File: src/rtl/regfile_arb_pkg.sv
// Shared constants for the register-file write arbiter: requester ids, mode
// encodings and the grant-index width helper.
package regfile_arb_pkg;
  localparam int NUM_REQ_DEF = 3;
  localparam int CNT_W_DEF   = 16;

  localparam int REQ_ALU = 0;
  localparam int REQ_LSU = 1;
  localparam int REQ_DBG = 2;

  typedef enum logic {
    PRIO_RR    = 1'b0,
    PRIO_FIXED = 1'b1
  } prio_mode_e;

  function automatic int grant_w(input int n);
    return (n <= 2) ? 1 : $clog2(n);
  endfunction
endpackage

File: src/rtl/rr_priority_picker.sv
// Combinational picker: first set request at or after the search start,
// wrapping; fixed mode always starts the search at index 0.
module rr_priority_picker
  import regfile_arb_pkg::*;
#(
  parameter  int NUM_REQ = NUM_REQ_DEF,
  localparam int GRANT_W = grant_w(NUM_REQ)
) (
  input  logic [NUM_REQ-1:0] req,
  input  logic [GRANT_W-1:0] ptr,
  input  logic               mode,
  output logic [NUM_REQ-1:0] gnt,
  output logic [GRANT_W-1:0] idx,
  output logic               any
);

  always_comb begin
    int start;
    int j;
    gnt   = '0;
    idx   = '0;
    any   = 1'b0;
    start = (mode == PRIO_FIXED) ? 0 : int'(ptr);
    j     = 0;
    for (int k = 0; k < NUM_REQ; k++) begin
      j = (start + k) % NUM_REQ;
      if (!any && req[j]) begin
        gnt[j] = 1'b1;
        idx    = GRANT_W'(j);
        any    = 1'b1;
      end
    end
  end

endmodule

File: src/rtl/regfile_write_arbiter.sv
// Shares the register-file write port among NUM_REQ writeback requesters;
// the accepted write is presented on the port one cycle after acceptance.
module regfile_write_arbiter
  import regfile_arb_pkg::*;
#(
  parameter  int NUM_REQ          = NUM_REQ_DEF,
  parameter  int write_addr_width = 4,
  parameter  int reg_width        = 32,
  parameter  int CNT_W            = CNT_W_DEF,
  localparam int GRANT_W          = grant_w(NUM_REQ)
) (
  input  logic                                clk_150_mhz,
  input  logic                                reg_rst_n,
  input  logic [NUM_REQ-1:0]                  req_valid,
  output logic [NUM_REQ-1:0]                  req_ready,
  input  logic [NUM_REQ*write_addr_width-1:0] req_addr,
  input  logic [NUM_REQ*reg_width-1:0]        req_data,
  input  logic                                prio_mode,
  input  logic                                cnt_clr,
  output logic                                write_en,
  output logic [write_addr_width-1:0]         reg_write_addr,
  output logic [reg_width-1:0]                reg_write_data,
  output logic [GRANT_W-1:0]                  grant_id,
  output logic [CNT_W-1:0]                    contention_cnt
);

  logic [GRANT_W-1:0] rr_ptr;
  logic [GRANT_W-1:0] pick_idx;
  logic [NUM_REQ-1:0] pick_gnt;
  logic               pick_any;
  logic               accept;
  logic               contended;

  rr_priority_picker #(.NUM_REQ(NUM_REQ)) u_picker (
    .req  (req_valid),
    .ptr  (rr_ptr),
    .mode (prio_mode),
    .gnt  (pick_gnt),
    .idx  (pick_idx),
    .any  (pick_any)
  );

  // Ready is suppressed during reset so nothing is accepted and then dropped.
  assign req_ready = reg_rst_n ? pick_gnt : '0;
  assign accept    = reg_rst_n & pick_any;
  assign contended = |(req_valid & ~req_ready);

  always_ff @(posedge clk_150_mhz or negedge reg_rst_n) begin
    if (!reg_rst_n) begin
      write_en       <= 1'b0;
      reg_write_addr <= '0;
      reg_write_data <= '0;
      grant_id       <= '0;
      rr_ptr         <= '0;
      contention_cnt <= '0;
    end else begin
      write_en <= accept;
      if (accept) begin
        reg_write_addr <= req_addr[pick_idx*write_addr_width +: write_addr_width];
        reg_write_data <= req_data[pick_idx*reg_width +: reg_width];
        grant_id       <= pick_idx;
        if (prio_mode == PRIO_RR)
          rr_ptr <= (pick_idx == GRANT_W'(NUM_REQ-1)) ? '0 : pick_idx + 1'b1;
      end
      if (cnt_clr)
        contention_cnt <= '0;
      else if (contended && contention_cnt != '1)
        contention_cnt <= contention_cnt + 1'b1;
    end
  end

endmodule

File: config.mk
export PLATFORM = sky130hd
export DESIGN_NAME = regfile_write_arbiter
export DESIGN_NICKNAME = d
export VERILOG_FILES = /design/src/rtl/regfile_arb_pkg.sv /design/src/rtl/rr_priority_picker.sv /design/src/rtl/regfile_write_arbiter.sv
export SDC_FILE = /design/constraint.sdc
export NUM_CORES = 1
export LEC_CHECK = 0
export CAP_MARGIN = 20
export CORE_AREA = 2 2 92 94
export CTS_CLUSTER_SIZE = 30
export DETAILED_ROUTE_END_ITERATION = 7
export DIE_AREA = 0 0 94 96
export MAX_ROUTING_LAYER = met4
export PLACE_DENSITY = 0.82
export SYNTH_ARGS = -nofsm -noshare
export SYNTH_HDL_FRONTEND = slang
export SYNTH_SLANG_ARGS = --single-unit
File: constraint.sdc
create_clock -name clk_150_mhz -period 5.9 [get_ports clk_150_mhz]
set_input_delay 0.885 -clock clk_150_mhz [delete_from_list [all_inputs] [get_ports clk_150_mhz]]
set_output_delay 0.885 -clock clk_150_mhz [all_outputs]
set_load 0.005 [all_outputs]
## Yosys cells after proc, flatten, opt, wreduce, memory -nomap -nowiden

Cells that the tools add are included.

- Eq/ne operators: 2
- Order comparisons: 6
- $add $sub $neg: 4
- Mux-type cells: 29
- Reductions and logical operators: 11
- Shift-type cells: 2
- Bitwise logic cells: 6
- Divide/modulo/power cells: 3

Operators by type and width:

| kind | number |
|---|---|
| $ge 32x1->1 const B | 3 |
| $lt 32x4->1 const B | 3 |
| $mod 32x3->32 const B | 3 |
| $shiftx 96x8->32 | 1 |
| $add 32x2->32 const B | 1 |
| $add 32x3->32 const B | 1 |
| $mux 16 | 2 |
| $add 16x1->16 const B | 1 |
| $ne 16x16->1 const B | 1 |
| $mux 1 | 12 |
| $mux 3 | 4 |
| $shiftx 12x5->4 | 1 |
| $mux 2 | 5 |
| $bmux 1 s2 | 3 |
| $demux 1 s2 | 3 |
| $logic_and 1x1->1 | 6 |
| $or 3x3->3 | 2 |
| $and 3x3->3 | 1 |
| $not 3->3 | 1 |
| $reduce_or 3->1 | 1 |
| $add 2x1->2 const B | 1 |
| $eq 2x2->1 const B | 1 |
| $logic_not 1->1 | 2 |
| $reduce_and 2->1 | 1 |
| other kinds (3) | 3 |

- Input port bits: 115
- Word-level logic and storage cells: 69
- Register bits: 57
- Output and inout port bits: 58

## Longest topological paths before layout

- Word-level depth: 19
- Gate-level depth with buffers: 13
- Mapped depth without buffers: 10

## Modules after synthesis

Synthesis repeated with hierarchy kept, for this count alone.

- Cell total of the unflattened synthesis: 418
- Area, all modules: 3592.2 µm²

By module, submodules not included:

| module | cells each | area each (µm²) | times used |
|---|---|---|---|
| regfile_write_arbiter | 364 | 3216.8 | 1 |
| rr_priority_picker | 54 | 375.4 | 1 |

## Worst setup path before layout

OpenSTA, ideal clock, no wires.

- Path type: input -> register
- From: in prio_mode
- To: reg reg_write_data[10]
- Data arrival time: 3.545 ns
- Setup time: 0.083 ns
- Required time: 5.817 ns
- Setup slack: 2.273 ns
- Cell stages on the path: 11
- Path through: and2b_2 -> inv_1 -> ha_1 -> mux2_2 -> mux2_4 -> nor3_1 -> mux2_2 -> nor2_1 -> clkbuf_1 -> a21oi_1 -> o21ai_0

- Cells in the longest elaborated chain, start to end: 13
- Elaborated cells between the ends (all ways): 27

RTL lines:

| element | line | RTL |
|---|---|---|
| start: declaration | regfile_write_arbiter.sv:18 | `input logic prio_mode,` |
| $mux 2 * | rr_priority_picker.sv:23 | `start = (mode == PRIO_FIXED) ? 0 : int'(ptr);` |
| parallel branches: the longest is 12 deep, another holds $add 32x2->32 | n/a |  |
| end signal: assignment | regfile_write_arbiter.sv:60 | `reg_write_data <= req_data[pick_idx*reg_width +: reg_width];` |
| end: declaration | regfile_write_arbiter.sv:22 | `output logic [reg_width-1:0] reg_write_data,` |

Mark *: on every way between the ends. The select of a mux whose other input is x is not followed.
A chain may end at the register's enable or synchronous reset.

## Worst setup path in the final report

- From: in prio_mode
- To: out req_ready[0]

- Cells in the longest elaborated chain, start to end: 13
- Elaborated cells between the ends (all ways): 42

RTL lines:

| element | line | RTL |
|---|---|---|
| $mux 2 * | rr_priority_picker.sv:23 |  |
| parallel branches: the longest is 10 deep, another holds $add 32x2->32 | n/a |  |
| $mux 3 * | rr_priority_picker.sv:27 | `if (!any && req[j]) begin` |
| $mux 3 * | regfile_write_arbiter.sv:44 | `assign req_ready = reg_rst_n ? pick_gnt : '0;` |
| end: declaration | regfile_write_arbiter.sv:15 | `output logic [NUM_REQ-1:0] req_ready,` |

Marks and branches as above.

==> results.ini <==
[synthesis]
syn_area_per_cell_um2=9.33
ys_async_sr_fraction_pct=100
synth_nets=485
netlist_area_um2=3420
synth.top_cell.area_share_pct=41.8
yosys_warnings=0
ys.flop_type=dfrtp_1
synth-edff-count=0
syn_inst=366
synth_top_cell_by_area=dfrtp_1
yosysUniqueCellTypes=51
synth_area_leaders=dfrtp_1, a22o_1, a21oi_1
ys_seq_elements=57
synth_seq_area_share_pct=41.8

[cells_and_area]
synthToLayoutAreaGrowth_pct=58.1
final_common_cell=clkdlybuf4s50_1
diodes=0
mostFrequentLayoutCells=clkdlybuf4s50_1, dfrtp_1, a21oi_1
n_fill_cell=671
multi_input_area_um2=1840
seq_area_um2=1430
drive_above_1_share_pct=9.57
nNetsFinal=647

[global_route]
grt_pass1_vias=3442
overflow=0
grt_max_degree=60
grt_usage_pct=24.8
grt_pass1_wl_mm=16.7
antenna_found_initial=0

[clocking]
cts.sinks=57
post_cts_buffers=0
cts_tree=yes
h-tree-depth=3
cts_max_path_buffers=2
clk_transition_reported_paths_ps=60
ctsRootBufferMaster=clkbuf_8
cts_resized=0
cts-buffers-inserted=9
clk_latency_ps=330
ctsHoldBuffers=0

[place]
portBuffers=172
gp_congestion=0.910
place_hpwl_mm=7.94

[timing]
tns_ps=0
fin_skew_ps=4.81
tightest_slew_ps=1020
fmax_ghz=0.214
fin_crit_sh_pct=79.2
slew_headroom_pct=31.7
finalHoldViolCount=0
slew_violations=0
rsz0062_at_grt=no
finalSetupViolCount=0
fin_crit_ps=4670

[worst_setup_path]
setup.worst_path.end_class=output pin
path_common_cell=clkdlybuf4s50_1
crit_type=in -> out
crit_path_start_kind=primary input
path_cells=clkdlybuf4s50_1 -> and2b_2 -> ha_1 -> mux2_2 -> mux2_4 -> nor4_4 -> a211oi_2 -> inv_1 -> clkdlybuf4s50_1
cp.required_ps=5020
cpMaxStageDelayCell=clkdlybuf4s50_1
cp.arrival_ps=3790
cp_slowest_stage_delay_ps=590
cp_max_fo=6

[power]
power_density_nw_per_um2=366
p_total_w=0.00197
p_leak_nw=2.18
ir_drop_uv=195

[floorplanning]
dieWidth_um=94
dieArea_um2=9020
core_um2=8050
io_pins=173
start_util_pct=42.4
die_h_um=96
num_rows=33

[detailed_routing]
firstDrtPassIters=4
routed_wl_mm=10.6
drt.antenna.violating_nets=0
dr.first_iter.drc_count=95
via_count=3501
viasPerCell=5.49
post_drt_wl_per_cell_um=16.7
drc=0

[job]
max_cap_violations=0

[min_path]
hp-class=reg -> reg

[status]
status=complete, no violations

==> state kept, by name (all words and copies together) (netlist names) <==
register,cells
grant_id,2
reg_write_data,32
write_en,1
rr_ptr,2
contention_cnt,16
reg_write_addr,4
==> critical path, delay by kind of cell <==
family	cells	cell delay (ps)
mux	2	690
fa+ha+maj	1	320
compound gates	1	160
buf+inv	3	1150
simple gates	2	590
==> logic make-up after synthesis <==
family                   share of synthesized area, %
flip-flops                                       41.8
AND/OR/NAND/NOR                                  18.9
adder cells (fa/ha/maj)                          1.47
multiplexers                                     5.71
buffers and inverters                            4.91
AO/OA/AOI/OAI                                    27.3
==> area by class of cell <==
cell class / instances / area share, %
Multi-Input combinational cell: 273 / 34.2
Inverter: 10 / 0.695
Tap cell: 105 / 2.43
Clock buffer: 13 / 2.94
Timing Repair Buffer: 177 / 33.1
Sequential cell: 57 / 26.4
Clock inverter: 3 / 0.278
==> synthesized netlist by cell type, types with 2 or more instances <==
cell type and n:
mux2i_1 3, nor3_2 3, and2b_2 3, mux2_4 5, nor2b_1 6, nand3_1 5
a211oi_2 2, and2_1 2, buf_2 8, o31ai_1 8, a22o_1 36, or3_1 2
nand4_1 4, nand3b_1 2, inv_1 10, o21ai_0 38, dfrtp_1 57, nor3_1 2
clkbuf_1 14, or4_1 8, nand2b_1 7, nor4b_1 2, a211oi_1 2, nor2_1 11
mux2_2 6, nand2_1 46, ha_1 4, a21oi_1 47
==> routing by layer <==
layer | wire length [um] | vias to the layer above | share of wire [%] | global-route usage, %
met2 | 5480 | 133 | 51 | 41.3
met1 | 4100 | 1673 | 39 | 28.2
met3 | 844 | 19 | 7.9 | 7.36
met4 | 225 | 0 | 2.1 | 9.54
met5 | 0 | - | 0 | -
li1 | - | 1676 | - | -
==> through the flow <==
stage               util (%)  cells  area [um2]  hold slack (ps)  setup WS, ps
finish                  67.1    638        5400              479          1230
global route            67.1    638        5400              517          1100
CTS                     66.9    637        5390              484          1230
detailed placement      64.7    621        5210              470          1110
global placement        64.7    621        5210              462          1280
floorplan                  -    366        3420              473          2270
==> final timing paths <==
path	start	depth (start not counted)	slack (ps)	to
min	reg_write_data[26]	2	480	reg_write_data[26]
max	prio_mode	9	1230	req_ready[0]
min in group asynchronous	reg_rst_n	2	720	contention_cnt[11]
max in group asynchronous	reg_rst_n	2	4670	reg_write_data[16]
min reg2reg	reg_write_data[26]	2	480	reg_write_data[26]
max reg2reg	rr_ptr[1]	11	2180	reg_write_data[6]
==> where the power goes <==
group | leakage (nW) | switching [W] | internal (W)
Sequential | 0.729 | 0.0000862 | 0.000527
Clock | 0.0932 | 0.000156 | 0.000174
Combinational | 1.35 | 0.000470 | 0.000561
Power figures use the tool's default switching activity.
==> edit: new RTL, same flow settings <==
The parameter `reg_width` goes from 32 to 36.
--- a/src/rtl/regfile_write_arbiter.sv
+++ b/src/rtl/regfile_write_arbiter.sv
@@ -5,7 +5,7 @@
 #(
   parameter  int NUM_REQ          = NUM_REQ_DEF,
   parameter  int write_addr_width = 4,
-  parameter  int reg_width        = 32,
+  parameter  int reg_width        = 36,
   parameter  int CNT_W            = CNT_W_DEF,
   localparam int GRANT_W          = grant_w(NUM_REQ)
 ) (
Interface: changed (resized reg_write_data and req_data); port bits go from 173 to 189. No check against the original RTL was run, so the function may have changed too.
==> edit against the unedited design <==
Fmax shrank 4.8%. Combinational power increased by 19%. Design area rose by 4.7%. Sequential cell count rose by 4. Clock skew rose by 0.0087 ns. Count of clock-buffer cells in the layout fell by 1. Routed wire length grew 6.8%. Setup slack lost 0.24 ns. Area after synthesis rose by 3.0%. Total power increased by 13%. Highest routed layer unchanged.
==> edit: results <==
group,metric,value,unit
drt,viasPerCell,5.43,
yosys,seq_area_frac_synth,43.4,%
cts,path_clk_slew,0.06,ns
drt,wl_per_cell,16.7,um
setup_path,cp.arrival,4.02,ns
drt,drtIter0Drc,138,
cts,numCtsBuffers,9,
setup_path,worstSetupStartpoint,"prio_mode",
grt,grt_pass1_vias,3671,
yosys,synth_adder_area_share,1.78,%
layout,reg_top3,"reg_write_data (36), contention_cnt (16), reg_write_addr (4)",
worst_hold_path,hp-start,"reg_write_data[11]",
grt,grt_max_degree,66,
setup_path,r2r-start,"rr_ptr[0]",
layout,nNetsFinal,704,
drt,drt-pass1-iter-count,4,
yosys,synth_fp_nets,527,
yosys,synth-compound-area-share,31.4,%
layout,final_cell_count_no_fill,682,
yosys,synthMuxAreaShare,2.24,%
power_and_ir_drop,ir_drop,0.208,mV
setup_path,crit_fanout,6,
grt,grt_pass1_wl,17.8,mm
yosys,synthTopCellsByArea,"dfrtp_1, a22o_1, a21oi_1",
sta,finClkSkew,0.0135,ns
layout,drive_above_1_share,6.93,%
placement,place_inst,666,
yosys,synth_common_cells,"dfrtp_1, nand2_1, a21oi_1, o21ai_0, a22o_1",
run_status,status,"complete, no violations",
sta,worstMarginPinSlew,0.994,ns
grt,antenna_found_initial,0,
layout,n_fill_cell,663,
placement,place.gp.congestion,0.970,
cts,root_buffer,"clkbuf_8",
cts,cts-resized-gates,0,
placement,dp_hpwl,8.40,mm
yosys,async_flop_share,100,%
cts,holdBufCountCts,0,
cts,clk_latency,0.34,ns
yosys,yosysUniqueCellTypes,55,
yosys,syn_area_per_cell,8.90,sq um
worst_hold_path,min_path_type,"flip-flop to flip-flop",
placement,port_buffers,188,
layout,diodes,0,
yosys,synthXorXnorAreaFrac,2.74,%
grt,grtUsageTotal,26.4,%
power_and_ir_drop,power.leakage,2.32,nW
cts,clk_path_buf_depth,2,
grt,overflow,0,
yosys,ys_warn_count,0,
[edit: cell types whose count changed after synthesis, sizes merged, moves of 7 or more]
| cell | change |
|---|---|
| or4 | -7 |
| nor2 | +7 |
| o21ai | +14 |
| mux2 | -7 |
| nand2 | +14 |
| xnor2 | +8 |
[edit: cells by family (layout without fill, tap and decap cells)]
group	Yosys count	after routing
AO/OA/AOI/OAI	167	167
adder cells (fa/ha/maj)	5	5
multiplexers	7	7
AND/OR/NAND/NOR	109	109
XOR/XNOR	11	11
flip-flops	61	61
buffers and inverters	35	217
[edit: final cells by class]
cell class | count | area (sq um) | share of cell area [%]
Tap cell | 105 | 131 | 2.32
Timing Repair Buffer | 191 | 1900 | 33.6
Sequential cell | 61 | 1530 | 27.0
Inverter | 10 | 37.5 | 0.664
Clock buffer | 12 | 155 | 2.74
Clock inverter | 4 | 22.5 | 0.398
Multi-Input combinational cell | 299 | 1880 | 33.3
[edit: path summary, 6_finish.rpt]
check                                          end  slack [ns]  cells after the start
worst max-delay path                  req_ready[0]        0.99                     10
worst min-delay path            reg_write_data[11]        0.48                      2
worst max register to register  reg_write_data[22]        2.26                     11
worst min register to register  reg_write_data[11]        0.48                      2
max in group asynchronous       reg_write_data[29]        4.56                      2
min in group asynchronous                 write_en        0.74                      2
[edit: stage by stage]
stage | utilization, % | hold WS (ns) | instance area [sq um] | total power, mW | worst slack (ns)
finish | 70.3 | 0.480 | 5660 | 2.24 | 0.990
global route | 70.3 | 0.508 | 5660 | 2.41 | 0.768
CTS | 70.3 | 0.483 | 5660 | 2.25 | 1.11
detailed placement | 68.0 | 0.469 | 5480 | 1.91 | 1.12
global placement | 68.0 | 0.460 | 5480 | 1.87 | 1.31
floorplan | - | 0.470 | 3520 | 1.33 | 2.54
[edit: per-layer routing]
layer	GRT usage [%]	wire length [um]
met1	29.9	4610
met2	44.9	5650
met3	8.14	870
met5	-	0
met4	8.33	238
[edit: critical path, stage by stage]
cell and delay, ns:
clkdlybuf4s50_1 0.50, inv_1 0.19, nand2_1 0.12, inv_1 0.07, ha_1 0.32, mux2i_1 0.48
o21ai_0 0.22, nand4b_1 0.21, a31oi_1 0.44, clkdlybuf4s50_1 0.59
[edit: power breakdown]
part	internal, mW	switching (mW)	total [mW]
clock	0.173	0.165	0.338
combinational	0.630	0.598	1.23
sequential	0.573	0.0976	0.671
total	1.38	0.861	2.24
